File: src/rtl/conv_pkg.sv
`default_nettype none
// ============================================================================
// Module   : conv_pkg
// Purpose  : Shared types and helpers for the convolution tap cascade:
//            control FSM state encoding, accumulator width and
//            identity-coefficient values.
// Revision : 1.0 - initial release
// ============================================================================
package conv_pkg;

    // Control FSM states: normal streaming, pipeline drain, bank swap
    typedef enum logic [1:0] {
        RUN   = 2'd0,
        DRAIN = 2'd1,
        SWAP  = 2'd2
    } state_t;

    // Accumulator width wide enough that a full cascade sum cannot overflow
    function automatic int acc_width(input int data_w, input int coef_w, input int n_taps);
        return data_w + coef_w + $clog2(n_taps) + 1;
    endfunction

    // Identity filter: unity gain (1.0 in fixed point) on the centre tap only
    function automatic int ident_coef(input int k, input int n_taps, input int shift);
        return (k == n_taps / 2) ? (1 << shift) : 0;
    endfunction

endpackage
`default_nettype wire

File: src/rtl/conv_mac_stage.sv
`default_nettype none
// ============================================================================
// Module   : conv_mac_stage
// Purpose  : One registered systolic multiply-accumulate stage. Adds the
//            signed product of a zero-extended pixel and a signed
//            coefficient to the incoming cascade sum.
// Revision : 1.0 - initial release
// ============================================================================
module conv_mac_stage #(
    parameter int DATA_W = 8,
    parameter int COEF_W = 8,
    parameter int ACC_W  = 20
) (
    input  logic              clk,
    input  logic              rst,
    input  logic [DATA_W-1:0] x,
    input  logic [COEF_W-1:0] coef,
    input  logic [ACC_W-1:0]  sum_in,
    input  logic              valid_in,
    output logic [ACC_W-1:0]  sum_out,
    output logic              valid_out
);

    // Product width holds pixel (plus sign bit) times coefficient exactly
    localparam int c_prod_w = DATA_W + COEF_W + 1;

    logic signed [c_prod_w-1:0] w_xs;
    logic signed [c_prod_w-1:0] w_cs;
    logic signed [c_prod_w-1:0] w_prod;
    logic        [ACC_W-1:0]    r_sum;
    logic                       r_valid;

    // Pixel is unsigned, so it enters the signed multiply zero-extended
    assign w_xs   = c_prod_w'({1'b0, x});
    assign w_cs   = c_prod_w'($signed(coef));
    assign w_prod = w_xs * w_cs;

    // Register the partial sum and the valid bit travelling with it
    always_ff @(posedge clk or negedge rst) begin
        if (!rst) begin
            r_sum   <= '0;
            r_valid <= 1'b0;
        end else begin
            r_sum   <= sum_in + ACC_W'(w_prod);
            r_valid <= valid_in;
        end
    end

    assign sum_out   = r_sum;
    assign valid_out = r_valid;

endmodule
`default_nettype wire

File: src/rtl/conv_tap_cascade.sv
`default_nettype none
// ============================================================================
// Module   : conv_tap_cascade
// Purpose  : Systolic N-tap convolution MAC cascade with double-buffered
//            runtime coefficients (drain-and-swap commit), rounding,
//            right shift and saturation to one output pixel per cycle.
//            Bypass mode passes the centre tap through at equal latency.
// Revision : 1.0 - initial release
// ============================================================================
module conv_tap_cascade
    import conv_pkg::*;
#(
    parameter int N_TAPS = 5,
    parameter int DATA_W = 8,
    parameter int COEF_W = 8,
    parameter int SHIFT  = 4
) (
    input  logic                       clk,
    input  logic                       rst,
    input  logic [N_TAPS*DATA_W-1:0]   px_in,
    input  logic                       in_valid,
    output logic                       in_ready,
    input  logic                       bypass,
    input  logic                       coef_we,
    input  logic [$clog2(N_TAPS)-1:0]  coef_addr,
    input  logic [COEF_W-1:0]          coef_wdata,
    input  logic                       coef_commit,
    output logic [DATA_W-1:0]          p_out,
    output logic                       out_valid
);

    localparam int c_acc_w  = acc_width(DATA_W, COEF_W, N_TAPS);
    localparam int c_addr_w = $clog2(N_TAPS);
    localparam int c_ctr    = N_TAPS / 2;
    // Half an output LSB, added before the shift for round-half-up
    localparam logic signed [c_acc_w-1:0] c_rnd  = c_acc_w'((1 << SHIFT) >> 1);
    localparam logic signed [c_acc_w-1:0] c_pmax = c_acc_w'((1 << DATA_W) - 1);

    state_t                       r_state;
    logic                         r_in_ready;
    logic                         w_accept;
    logic                         w_in_flight;

    logic [N_TAPS*DATA_W-1:0]     r_px;
    logic                         r_in_vld;
    logic                         r_in_byp;

    logic [COEF_W-1:0]            r_active [N_TAPS];
    logic [COEF_W-1:0]            r_shadow [N_TAPS];

    logic [DATA_W-1:0]            w_x   [N_TAPS];
    logic signed [c_acc_w-1:0]    w_sum [N_TAPS+1];
    logic                         w_vld [N_TAPS+1];

    logic                         r_byp [N_TAPS];
    logic [DATA_W-1:0]            r_ctr [N_TAPS];

    logic signed [c_acc_w-1:0]    r_rnd;
    logic                         r_rnd_vld;
    logic                         r_rnd_byp;
    logic [DATA_W-1:0]            r_rnd_ctr;
    logic [DATA_W-1:0]            w_clamp;

    logic [DATA_W-1:0]            r_p_out;
    logic                         r_out_valid;

    assign w_accept = in_valid & r_in_ready;

    // Input register: captures an accepted sample with its bypass flag
    always_ff @(posedge clk or negedge rst) begin
        if (!rst) begin
            r_in_vld <= 1'b0;
            r_in_byp <= 1'b0;
            r_px     <= '0;
        end else begin
            r_in_vld <= w_accept;
            if (w_accept) begin
                r_px     <= px_in;
                r_in_byp <= bypass;
            end
        end
    end

    // Bypass flag and centre pixel ride alongside the MAC stages
    always_ff @(posedge clk or negedge rst) begin
        if (!rst) begin
            for (int k = 0; k < N_TAPS; k++) begin
                r_byp[k] <= 1'b0;
                r_ctr[k] <= '0;
            end
        end else begin
            r_byp[0] <= r_in_byp;
            r_ctr[0] <= r_px[c_ctr*DATA_W +: DATA_W];
            for (int k = 1; k < N_TAPS; k++) begin
                r_byp[k] <= r_byp[k-1];
                r_ctr[k] <= r_ctr[k-1];
            end
        end
    end

    assign w_sum[0] = '0;
    assign w_vld[0] = r_in_vld;

    // Tap k is delayed k cycles so it meets its sample's partial sum at stage k
    for (genvar k = 0; k < N_TAPS; k++) begin : g_tap
        if (k == 0) begin : g_direct
            assign w_x[k] = r_px[DATA_W-1:0];
        end else begin : g_delay
            logic [DATA_W-1:0] r_dl [k];

            // Per-tap alignment delay line
            always_ff @(posedge clk or negedge rst) begin
                if (!rst) begin
                    for (int j = 0; j < k; j++) begin
                        r_dl[j] <= '0;
                    end
                end else begin
                    r_dl[0] <= r_px[k*DATA_W +: DATA_W];
                    for (int j = 1; j < k; j++) begin
                        r_dl[j] <= r_dl[j-1];
                    end
                end
            end

            assign w_x[k] = r_dl[k-1];
        end

        conv_mac_stage #(
            .DATA_W (DATA_W),
            .COEF_W (COEF_W),
            .ACC_W  (c_acc_w)
        ) u_mac (
            .clk       (clk),
            .rst       (rst),
            .x         (w_x[k]),
            .coef      (r_active[k]),
            .sum_in    (w_sum[k]),
            .valid_in  (w_vld[k]),
            .sum_out   (w_sum[k+1]),
            .valid_out (w_vld[k+1])
        );
    end

    // Any sample still depending on the active bank blocks the swap
    always_comb begin
        w_in_flight = r_in_vld;
        for (int k = 1; k <= N_TAPS; k++) begin
            w_in_flight = w_in_flight | w_vld[k];
        end
    end

    // Commit FSM: stop intake, wait for the MAC pipe to empty, then swap banks
    always_ff @(posedge clk or negedge rst) begin
        if (!rst) begin
            r_state    <= RUN;
            r_in_ready <= 1'b1;
        end else begin
            case (r_state)
                RUN: begin
                    if (coef_commit) begin
                        r_state    <= DRAIN;
                        r_in_ready <= 1'b0;
                    end
                end
                DRAIN: begin
                    if (!w_in_flight) begin
                        r_state <= SWAP;
                    end
                end
                SWAP: begin
                    r_state    <= RUN;
                    r_in_ready <= 1'b1;
                end
                default: begin
                    r_state    <= RUN;
                    r_in_ready <= 1'b1;
                end
            endcase
        end
    end

    // Coefficient banks: writes go to shadow only; all taps copy at once in SWAP
    always_ff @(posedge clk or negedge rst) begin
        if (!rst) begin
            for (int k = 0; k < N_TAPS; k++) begin
                r_active[k] <= COEF_W'(ident_coef(k, N_TAPS, SHIFT));
                r_shadow[k] <= COEF_W'(ident_coef(k, N_TAPS, SHIFT));
            end
        end else begin
            for (int k = 0; k < N_TAPS; k++) begin
                if (coef_we && (coef_addr == c_addr_w'(k))) begin
                    r_shadow[k] <= coef_wdata;
                end
                if (r_state == SWAP) begin
                    r_active[k] <= r_shadow[k];
                end
            end
        end
    end

    // Round and arithmetic-shift the finished cascade sum
    always_ff @(posedge clk or negedge rst) begin
        if (!rst) begin
            r_rnd     <= '0;
            r_rnd_vld <= 1'b0;
            r_rnd_byp <= 1'b0;
            r_rnd_ctr <= '0;
        end else begin
            r_rnd_vld <= w_vld[N_TAPS];
            if (w_vld[N_TAPS]) begin
                r_rnd     <= (w_sum[N_TAPS] + c_rnd) >>> SHIFT;
                r_rnd_byp <= r_byp[N_TAPS-1];
                r_rnd_ctr <= r_ctr[N_TAPS-1];
            end
        end
    end

    // Saturate the shifted result into the unsigned pixel range
    always_comb begin
        w_clamp = r_rnd[DATA_W-1:0];
        if (r_rnd[c_acc_w-1]) begin
            w_clamp = '0;
        end else if (r_rnd > c_pmax) begin
            w_clamp = '1;
        end
    end

    // Output register: holds the last pixel between valid strobes
    always_ff @(posedge clk or negedge rst) begin
        if (!rst) begin
            r_p_out     <= '0;
            r_out_valid <= 1'b0;
        end else begin
            r_out_valid <= r_rnd_vld;
            if (r_rnd_vld) begin
                r_p_out <= r_rnd_byp ? r_rnd_ctr : w_clamp;
            end
        end
    end

    assign in_ready  = r_in_ready;
    assign p_out     = r_p_out;
    assign out_valid = r_out_valid;

endmodule
`default_nettype wire
File: config.mk
export PLATFORM = sky130hd
export DESIGN_NAME = conv_tap_cascade
export DESIGN_NICKNAME = d
export VERILOG_FILES = /design/src/rtl/conv_pkg.sv /design/src/rtl/conv_mac_stage.sv /design/src/rtl/conv_tap_cascade.sv
export SDC_FILE = /design/constraint.sdc
export NUM_CORES = 1
export LEC_CHECK = 0
export BUFFER_PORTS_ARGS = -buffer_cell sky130_fd_sc_hd__buf_2
export CAP_MARGIN = 20
export CELL_PAD_IN_SITES_DETAIL_PLACEMENT = 0
export CELL_PAD_IN_SITES_GLOBAL_PLACEMENT = 2
export CORE_MARGIN = 3
export CORE_UTILIZATION = 40
export CTS_BUF_LIST = sky130_fd_sc_hd__clkbuf_8
export DETAILED_ROUTE_END_ITERATION = 7
export PLACE_DENSITY_LB_ADDON = 0.1
export SYNTH_ARGS = -nofsm -noshare
export SYNTH_HDL_FRONTEND = slang
export SYNTH_HIERARCHICAL = 1
export SYNTH_SLANG_ARGS = --single-unit
File: constraint.sdc
create_clock -name clk -period 7 [get_ports clk]
set_input_delay 2.1 -clock clk [delete_from_list [all_inputs] [get_ports clk]]
set_output_delay 2.1 -clock clk [all_outputs]
set_load 0.1 [all_outputs]
==> results.ini <==
[clock_network]
cts_htree_levels=3
cts_buffer_depth=3
cts_setup_buffers=0
clk-insertion-delay-late_ns=0.65
cts_hold_buf=0
cts_sinks=371
cts.repair.resized=0
ctsRootBufferMaster=clkbuf_8
numCtsBuffers=69
path_clk_slew_ns=0.06
cts_tree=built

[route]
drt-vias-per-instance=5.049
drc=0
wirelength_mm=63.09
routedWlPerCell_um=17.30
detail-route-antenna-nets=0
first_pass_iters=5
vias=18410
drtIter0Drc=766

[floorplan]
boundaryPins=67
die_area_um2=71860
core_area_um2=67630
rows=95
start_util=0.4062
die_h_um=268.1
dieWidth_um=268.1

[worst_setup_path]
reg2reg_depth=22
cpPeakStageDelay_ns=0.53
reg2reg_slack_ns=0.90
start_kind=flip-flop
crit_chain=inv_1 > fa_1 > fa_1 > inv_1 > fa_1 > inv_1 > fa_1 > inv_1 > ha_1 > nor2b_1 > or4_1 > a31oi_1 > o21bai_1 > xor2_1 > ha_1 > nand2_1 > o21ai_0 > nor4_1 > a21oi_2 > a221oi_2 > xor2_1 > xnor2_1
slowest_stage=fa_1
r2r-start=r_active[15]
crit_buf_inv=4
cp_top_family=adder cells
path_max_fanout=6
critPathKind=flip-flop to flip-flop
reg2reg_to=g_tap[3].u_mac/sum_out[19]
arrival_ns=6.59
worstPathRequired_ns=7.48
end_kind=flip-flop

[grt]
grt_pass1_vias=19530
gr-usage-all-layers=0.1830
grt_pass1_wl_mm=104.3
grt_max_degree=156
antenna_found_initial=2
grt_overflow=0

[cells_and_area]
drive_gt1_frac=0.1374
syn_to_final_growth_pct=10.89
fillers=6495
fin_nets=3284

[synth]
avgSynthCellArea_um2=10.66
synthCells=2576
netlist_area_um2=27470
yosysWarningCount=6

[sta]
fin_worst_skew_ns=0.03782
finalMaxSlewViolations=0
fin_crit_ns=6.105
relSlewSlack=0.3740
finalHoldViolCount=0
fmax_mhz=163.8
setup_viol=0
grt_setup_unrepaired=no
worst_slew_pin_slew_ns=0.9366
finalCritPeriodShare=0.8721
setup_tns_ns=0

[place]
io_buffers=66
gp_congestion=0.8425
hpwl_mm=49.92

[min_path]
min_to=r_ctr[14]
hp-start=r_ctr[22]
min_path_type=flip-flop to flip-flop
hold_path_depth=0

[job]
cap_violations=0

[outcome]
status=finished clean

==> metal layers <==
metal	track usage	share of wire
met4	0.04996	0.023
met1	0.2358	0.44
met3	0.02701	0.024
met5	0	0
met2	0.3216	0.51
==> worst reg2reg max path: stages (launching register included) <==
cell and delay (ns):
dfrtp_1 0.48, inv_1 0.19, fa_1 0.53, fa_1 0.52, inv_1 0.06, fa_1 0.53
inv_1 0.05, fa_1 0.47, inv_1 0.04, ha_1 0.31, nor2b_1 0.16, or4_1 0.44
a31oi_1 0.28, o21bai_1 0.12, xor2_1 0.23, ha_1 0.35, nand2_1 0.08, o21ai_0 0.12
nor4_1 0.32, a21oi_2 0.15, a221oi_2 0.26, xor2_1 0.20, xnor2_1 0.08
==> placed cells by master (no fill, tap or decap), types with 16 or more instances in the layout <==
cell        n
dfrtp_1   368
inv_1     332
ha_1      321
and2_1    213
fa_1      190
nand2_1   145
mux2_2    131
nor2_1    130
a21oi_1   128
xnor2_1    93
clkbuf_8   90
buf_2      65
o21ai_0    55
xor2_1     49
a21o_1     37
nand2b_1   29
a211oi_1   26
conb_1     25
nand4_1    24
nand3_1    23
a31oi_1    19
nor2b_1    18
nor3_1     16
==> sequential cells by signal, indices dropped and copies added, names as in the netlist <==
name and flops:
g_tap.g_delay.r_dl 80, g_tap.u_mac/sum_out 97, g_tap.u_mac/valid_out 5, in_ready 1, out_valid 1, p_out 8
r_active 40, r_byp 5, r_ctr 24, r_in_byp 1, r_in_vld 1, r_px 40
r_rnd 16, r_rnd_byp 1, r_rnd_ctr 8, r_rnd_vld 1, r_shadow 40, r_state 2
==> worst max-delay path by stage <==
stage,cells past startpoint,slack [ns],end,from
final,22,0.90,g_tap[3].u_mac/sum_out[19],r_active[15]
after global routing,22,0.49,g_tap[3].u_mac/sum_out[19],r_active[15]
after CTS,22,0.79,g_tap[3].u_mac/sum_out[19],r_active[15]
after detailed placement,22,0.81,g_tap[3].u_mac/sum_out[19],r_active[15]
after global placement,22,0.79,g_tap[3].u_mac/sum_out[19],r_active[15]
after floorplan,21,1.37,g_tap[2].u_mac/sum_out[19],g_tap[2].g_delay.r_dl[0]
==> through the flow <==
step | utilization | cells | area (µm²) | hold WS [ns] | setup WS (ns)
after global placement | 0.4279 | 3517 | 28940 | 0.3322 | 0.7899
after floorplan | - | 2600 | 27560 | 0.3312 | 1.374
after CTS | 0.4503 | 3644 | 30450 | 0.3351 | 0.7934
after global routing | 0.4504 | 3646 | 30460 | 0.3446 | 0.4860
final | 0.4504 | 3646 | 30460 | 0.3294 | 0.8954
after detailed placement | 0.4279 | 3517 | 28940 | 0.3347 | 0.8102
==> final cells by class <==
class	count	area [µm²]	share of cell area
well taps	873	1092	0.03586
clock inverters	37	272.8	0.008954
inverters	311	1167	0.03832
flip-flops and latches	371	9288	0.3049
multi-input cells	1890	16980	0.5575
diodes	1	2.502	0.00008215
clock buffers	90	1239	0.04066
repair buffers	73	417.9	0.01372
Power is left out: the tool's default activity adds up to more than one toggle a clock period on the data nets, which glitch-free logic cannot reach.
